## src/rtl/btn_debounce.sv

```systemverilog
// btn_debounce: per-channel push-button debouncer with press/release/long-press pulses.
//
// Each raw button bit passes through a two-flop synchronizer. A four-state FSM per channel
// then accepts a level change only after DEBOUNCE_CYCLES consecutive stable samples.
// All outputs are registered.
//
// Optional feature: define BTN_LONG_PRESS_EN to enable the per-channel hold counter and the
// btn_long pulse. When it is undefined, btn_long is tied low and no hold counter exists.
//
// Ports:
//   clk         - system clock
//   rst         - synchronous, active-high reset
//   btn_in      - raw asynchronous button levels, active-high (N_BTN bits)
//   btn_level   - debounced level per channel
//   btn_press   - one-cycle pulse on each accepted rising edge
//   btn_release - one-cycle pulse on each accepted falling edge
//   btn_long    - one-cycle pulse after LONG_CYCLES of continuous hold (0 if feature off)
module btn_debounce #(
    parameter int unsigned N_BTN           = 2,
    parameter int unsigned DEBOUNCE_CYCLES = 1_000_000,
    parameter int unsigned LONG_CYCLES     = 50_000_000
) (
    input  logic             clk,
    input  logic             rst,
    input  logic [N_BTN-1:0] btn_in,
    output logic [N_BTN-1:0] btn_level,
    output logic [N_BTN-1:0] btn_press,
    output logic [N_BTN-1:0] btn_release,
    output logic [N_BTN-1:0] btn_long
);

    typedef enum logic [1:0] {
        StIdle,
        StPressWait,
        StHeld,
        StReleaseWait
    } state_e;

    localparam logic [31:0] CntLast = 32'(DEBOUNCE_CYCLES - 1);

    logic [N_BTN-1:0] sync1_q;
    logic [N_BTN-1:0] sync2_q;

    always_ff @(posedge clk) begin
        if (rst) begin
            sync1_q <= '0;
            sync2_q <= '0;
        end else begin
            sync1_q <= btn_in;
            sync2_q <= sync1_q;
        end
    end

    for (genvar i = 0; i < N_BTN; i++) begin : g_chan
        state_e      state_q, state_d;
        logic [31:0] cnt_q, cnt_d;
        logic        level_q, level_d;
        logic        press_q, press_d;
        logic        rel_q, rel_d;
        logic        s;

        assign s = sync2_q[i];

        always_comb begin
            state_d = state_q;
            cnt_d   = cnt_q;
            level_d = level_q;
            press_d = 1'b0;
            rel_d   = 1'b0;
            unique case (state_q)
                StIdle: begin
                    if (s) begin
                        state_d = StPressWait;
                        cnt_d   = '0;
                    end
                end
                StPressWait: begin
                    if (!s) begin
                        state_d = StIdle;
                    end else if (cnt_q == CntLast) begin
                        state_d = StHeld;
                        level_d = 1'b1;
                        press_d = 1'b1;
                    end else begin
                        cnt_d = cnt_q + 32'd1;
                    end
                end
                StHeld: begin
                    if (!s) begin
                        state_d = StReleaseWait;
                        cnt_d   = '0;
                    end
                end
                StReleaseWait: begin
                    if (s) begin
                        state_d = StHeld;
                    end else if (cnt_q == CntLast) begin
                        state_d = StIdle;
                        level_d = 1'b0;
                        rel_d   = 1'b1;
                    end else begin
                        cnt_d = cnt_q + 32'd1;
                    end
                end
                default: state_d = StIdle;
            endcase
        end

        always_ff @(posedge clk) begin
            if (rst) begin
                state_q <= StIdle;
                cnt_q   <= '0;
                level_q <= 1'b0;
                press_q <= 1'b0;
                rel_q   <= 1'b0;
            end else begin
                state_q <= state_d;
                cnt_q   <= cnt_d;
                level_q <= level_d;
                press_q <= press_d;
                rel_q   <= rel_d;
            end
        end

        assign btn_level[i]   = level_q;
        assign btn_press[i]   = press_q;
        assign btn_release[i] = rel_q;

`ifdef BTN_LONG_PRESS_EN
        localparam logic [31:0] HoldLast = 32'(LONG_CYCLES - 1);
        localparam logic [31:0] HoldFire = 32'(LONG_CYCLES - 2);

        logic [31:0] hold_q, hold_d;
        logic        long_q, long_d;

        // Held at zero until the press is accepted; frozen across a release bounce so a
        // recovered hold keeps counting; saturates at HoldLast so the pulse never repeats.
        always_comb begin
            hold_d = hold_q;
            long_d = 1'b0;
            unique case (state_q)
                StIdle, StPressWait: hold_d = '0;
                StHeld: begin
                    if (hold_q != HoldLast) begin
                        hold_d = hold_q + 32'd1;
                        long_d = (hold_q == HoldFire);
                    end
                end
                StReleaseWait: hold_d = hold_q;
                default: hold_d = '0;
            endcase
        end

        always_ff @(posedge clk) begin
            if (rst) begin
                hold_q <= '0;
                long_q <= 1'b0;
            end else begin
                hold_q <= hold_d;
                long_q <= long_d;
            end
        end

        assign btn_long[i] = long_q;
`else
        assign btn_long[i] = 1'b0;
`endif
    end

endmodule

```

## config.mk

```make
export PLATFORM = sky130hd
export DESIGN_NAME = btn_debounce
export DESIGN_NICKNAME = d
export VERILOG_FILES = /design/src/rtl/btn_debounce.sv
export SDC_FILE = /design/constraint.sdc
export NUM_CORES = 1
export LEC_CHECK = 0
export ABC_AREA = 1
export ABC_CLOCK_PERIOD_IN_PS = 2200
export BUFFER_PORTS_ARGS = -buffer_cell sky130_fd_sc_hd__buf_2
export CAP_MARGIN = 30
export CORE_MARGIN = 2
export CORE_UTILIZATION = 60
export DETAILED_ROUTE_END_ITERATION = 12
export GPL_ROUTABILITY_DRIVEN = 0
export PLACE_DENSITY = 0.77
export SYNTH_ARGS = -nofsm -noshare
export SYNTH_HDL_FRONTEND = slang
export SYNTH_SLANG_ARGS = --single-unit
```

## constraint.sdc

```tcl
create_clock -name clk -period 2.2 [get_ports clk]
set_input_delay 0.44 -clock clk [delete_from_list [all_inputs] [get_ports clk]]
set_output_delay 0.44 -clock clk [all_outputs]
set_load 0.02 [all_outputs]
```

# After elaboration in Yosys (flattened, before gate mapping)
# Index checks and enable logic that the tools add are counted.
[word_totals]
regBits = 78
inputBits = 4
out_inout_bits = 8
wordCells = 96
[op_classes]
addsub = 2
n_eq_ne = 24
mux = 38
bitwise_logic = 6
n_reduce_logical = 14
[ops]
columns = ["op", "n"]
rows = [
  ["2-to-1 mux 32 bit", 10],
  ["one-hot mux 32 bit (4 select lines)", 2],
  ["adder 32 x 1 -> 32 bit, second input constant", 2],
  ["equality test 32 x 20 -> 1 bit, second input constant", 2],
  ["2-to-1 mux 2 bit", 12],
  ["!= test 2 bit, second input constant", 12],
  ["one-hot mux 2 bit (4 select lines)", 2],
  ["AND reduction 4 bit", 4],
  ["!= test 3 bit, second input constant", 4],
  ["OR reduction 3 bit", 4],
  ["2-to-1 mux 1 bit", 10],
  ["AND reduction 5 bit", 2],
  ["equality test 2 bit, second input constant", 4],
  ["inverter 1 bit", 6],
  ["equality test 2 x 1 -> 1 bit, second input constant", 2],
  ["logical NOT 2 bit", 2],
  ["one-hot mux 1 bit (2 select lines)", 2],
  ["nonzero test 2 bit", 2],
]

# Longest topological paths before layout
[logic_depth]
word_depth = 4
mapped_depth = 11
ltp_nobuf = 11

# Least setup slack after synthesis
# OpenSTA, ideal clock, no wires.
[synth_path]
path_type = "register to register"
startpoint = "reg g_chan[1].cnt_q[0]"
endpoint = "reg g_chan[1].cnt_q[13]"
t_arrival_ns = 1.589
required_time_ns = 2.130
path_slack_ns = 0.540
stages_incl_launch_ff = 10
n_path_buf = 2
synth_period_minus_slack_ns = 1.660
path_cell_list = "dfxtp_1 -> ha_1 -> nand3_2 -> nor3_4 -> nand3_4 -> nand2_2 -> buf_6 -> buf_8 -> nand2_2 -> a21oi_2"
[synth_between]
elab_chain_cells = 4
[synth_lines]
columns = ["element", "line_no", "source"]
rows = [
  ["from (decl)", "56", "logic [31:0] cnt_q, cnt_d;"],
  ["from (signal assigned)", "118", "cnt_q <= cnt_d;"],
  ["adder 32 x 1 -> 32 bit or equality test 32 x 20 -> 1 bit (tied branches)", "-", ""],
  ["2-to-1 mux 32 bit (*)", "80, 97", ""],
  ["2-to-1 mux 32 bit (on tied branches)", "95, 78", ""],
  ["one-hot mux 32 bit (4 select lines) (*)", "70", "unique case (state_q)"],
]
# Mark *: on every way between the ends. The rest lies on a longest branch, timed or not. The select of a mux whose other input is x is not followed.
# A chain may end at the register's enable or synchronous reset.

# Worst setup path in the final report
[layout_path]
startpoint = "reg g_chan[1].cnt_q[0]"
endpoint = "reg g_chan[1].cnt_q[1]"
# Same word-level chain as after synthesis.

==> flow_summary.ini <==
[synth]
yosysWarnings = 0
ys_async_sr_fraction_pct = 0
ys_seq_elements = 78
synthDominantCellAreaShare_pct = 30.6
yosysTopAreaCell = dfxtp_1
synth.most_common_cell = nand2_1
synth_ff_type = dfxtp_1
synth.area.top_cells = dfxtp_1 (31%), nand2_1 (19%), nor2_1 (14%), nand3_1 (6.3%), inv_1 (6.2%)
synth_edf_count = 0
synth_area_um2 = 5110
postSynthCellCount = 864
ys_seq_area_share_pct = 30.6
netlist_top_cells_count = nand2_1 (256), nor2_1 (194), inv_1 (85), dfxtp_1 (78), nand3_1 (64)
avgSynthCellArea_um2 = 5.92
yosysUniqueCellTypes = 36

[sta]
max_slew_margin_pct = 62.1
fin_ws_ns = 0.177
final.setup.tns_ns = 0
tightest_slew_ns = 0.568
fmax_mhz = 494
period_needed_ns = 2.02
holdWs_ns = 0.299
hold_violations = 0
period_share_pct = 91.9
grt_setup_unrepaired = no
setup_viol = 0
slew_violations = 0
fin_skew_ns = 0.00703

[floorplan]
die_w_um = 96.3
core_area_um2 = 8220
die-height_um = 96.3
die-area_um2 = 9270
io_pins = 12
rows = 33
initial_core_util_pct = 62.2

[clock_network]
clock-sinks = 78
cts_tree = built
insertion_delay_ns = 0.34
clockBufferDepth = 2
cts_setup_buffers = 0
root_buffer = clkbuf_8
htree_levels = 3
cts_hold_buf = 0
cts_buffers = 9
clkTransAtPathRegs_ns = 0.08

[critical_path]
path_cells = ha_1 -> nand3_2 -> nor3_4 -> nand3_4 -> nand2_4 -> inv_1 -> nand2_1 -> o21ai_0
critPathMaxStageDelay_ns = 0.42
crit_path_top_delay_cell = dfxtp_1
crit_arrival_ns = 2.25
worst-r2r-setup-slack_ns = 0.18
end_kind = flip-flop
cp-start-kind = flip-flop
crit_type = flip-flop to flip-flop
crit_required_ns = 2.43
reg2reg_to = g_chan[1].cnt_q[1]
path_max_fanout = 14
worstReg2RegStart = g_chan[1].cnt_q[0]
r2r_cells = 8

[placed_design]
dpl_worst_slack_ns = 0.155
hpwl_um = 9320
io_buffers = 9

[route]
drtIter0Drc = 474
via_count = 5310
first_pass_iters = 5
wire_per_inst_um = 13.1
routed_wl_um = 12800
viasPerCell = 5.45
drc = 0
ant_nets = 0

[global_route]
grt-ovfl-total = 0
grt.busiest_layer = met1
use_met1_pct = 44.5
grt.met3_usage_pct = 4.15
grt_pass1_wl_um = 21700
grt_pass1_vias = 4621
track_usage_pct = 29.6
use_met2_pct = 44.2
antenna_found_initial = 0
grt_start_max_net_pins = 47

[worst_hold_path]
hold_depth = 3
worstHoldStart = btn_in[0]
hold_end = sync1_q[0]
hp-class = input port to flip-flop

[power_and_ir_drop]
irDropWorstVdd_uv = 472
combPwrFrac_pct = 3.7
cellPowerDensity_nw_per_um2 = 537
p_leak_nw = 1.92
seq_power_share_pct = 48.4
p_clk_share_pct = 47.9
p_switching_w = 0.000620
switching_share_pct = 21.1
p_int_w = 0.00231

[finish]
antenna_cells = 0
drive_above_1_share_pct = 8.16
areaGrowthSynthToFinish_pct = 6.71
nets = 871

[outcome]
status = completed

[job]
maxCapViolCount = 0
-- cells in the final DEF, fill, tap and decap left out, drive strengths merged --
master  count
nand2     266
nor2      199
inv        87
dfxtp      78
nand3      67
a21oi      49
nand4      24
buf        24
nor3       15
xor2       13
o21ai      12
clkbuf     10
o21bai      4
bufinv      4
clkinv      4
nand3b      3
xnor2       2
nor4        2
ha          2
conb        2
nor3b       2
a31oi       1
-- worst max path at each step --
stage                     depth (start not counted)                  end  slack (ns)                from
after floorplan                                   9  g_chan[1].cnt_q[13]        0.54  g_chan[1].cnt_q[0]
after global placement                            8  g_chan[1].cnt_q[11]        0.26  g_chan[1].cnt_q[0]
after detailed placement                          8  g_chan[1].cnt_q[16]        0.15  g_chan[1].cnt_q[0]
after CTS                                         8  g_chan[1].cnt_q[12]        0.13  g_chan[1].cnt_q[0]
after global routing                              8   g_chan[1].cnt_q[1]        0.03  g_chan[1].cnt_q[0]
final                                             8   g_chan[1].cnt_q[1]        0.18  g_chan[1].cnt_q[0]
-- routing by layer --
metal	vias to the layer above	part of all wire (%)
met3	15	8.3
met5	-	0
met4	0	1.0
met2	202	43
li1	2703	-
met1	2390	48
-- through the flow --
| stage | cell area [um^2] | util [%] | std cells | power [W] |
|---|---|---|---|---|
| 2_1_floorplan | 5110 | - | 865 | 0.00153 |
| 3_3_place_gp | 5180 | 63.0 | 959 | 0.00155 |
| 3_5_place_dp | 5180 | 63.0 | 959 | 0.00156 |
| 4_1_cts | 5440 | 66.2 | 975 | 0.00294 |
| 5_1_grt | 5450 | 66.4 | 975 | 0.00303 |
| 6_report | 5450 | 66.4 | 975 | 0.00293 |
-- flip-flops by register name, summed over array words and instances, names as in the netlist, named ones only --
signal	flops
g_chan.press_q	2
g_chan.cnt_q	64
g_chan.level_q	2
sync2_q	2
g_chan.state_q	2
g_chan.rel_q	2
sync1_q	2
-- cell type report --
class	count	area [um^2]
clock buffer	10	128
clock inverter	6	134
fill	786	2760
inverter	89	334
multi-input combinational	663	3010
sequential	78	1560
tap	105	131
timing repair buffer	24	158
-- timing repair --
item,in CTS,in global routing
resized for setup,0,2
hold endpoints to repair,0,0
endpoints found under the setup margin,0,24
-- cells by family (layout without fill, tap and decap cells) --
group,Yosys count,in the layout,synth area share (%)
buf+inv,124,129,10.9
flops,78,78,30.6
xor+xnor,15,15,2.57
compound gates,66,66,7.34
simple gates,578,578,48.0
fa+ha+maj,2,2,0.490
other cells,1,2,0.0734
-- worst max-delay path, delay by kind of cell, from the launching register on --
| family | cells | cell delay (ns) |
|---|---|---|
| AO/OA/AOI/OAI | 1 | 0.08 |
| adder cells (fa/ha/maj) | 1 | 0.24 |
| buffers and inverters | 1 | 0.19 |
| flip-flops | 1 | 0.42 |
| AND/OR/NAND/NOR | 5 | 0.99 |
-- power groups by stage --
stage	combinational [W]	clock, W	sequential (W)
after detailed placement	0.000105	0	0.00145
final	0.000108	0.00140	0.00142
after global routing	0.000120	0.00149	0.00142
after floorplan	0.0000827	0	0.00145
after CTS	0.000105	0.00142	0.00142
after global placement	0.000102	0	0.00145
Power figures use the tool's default switching activity.
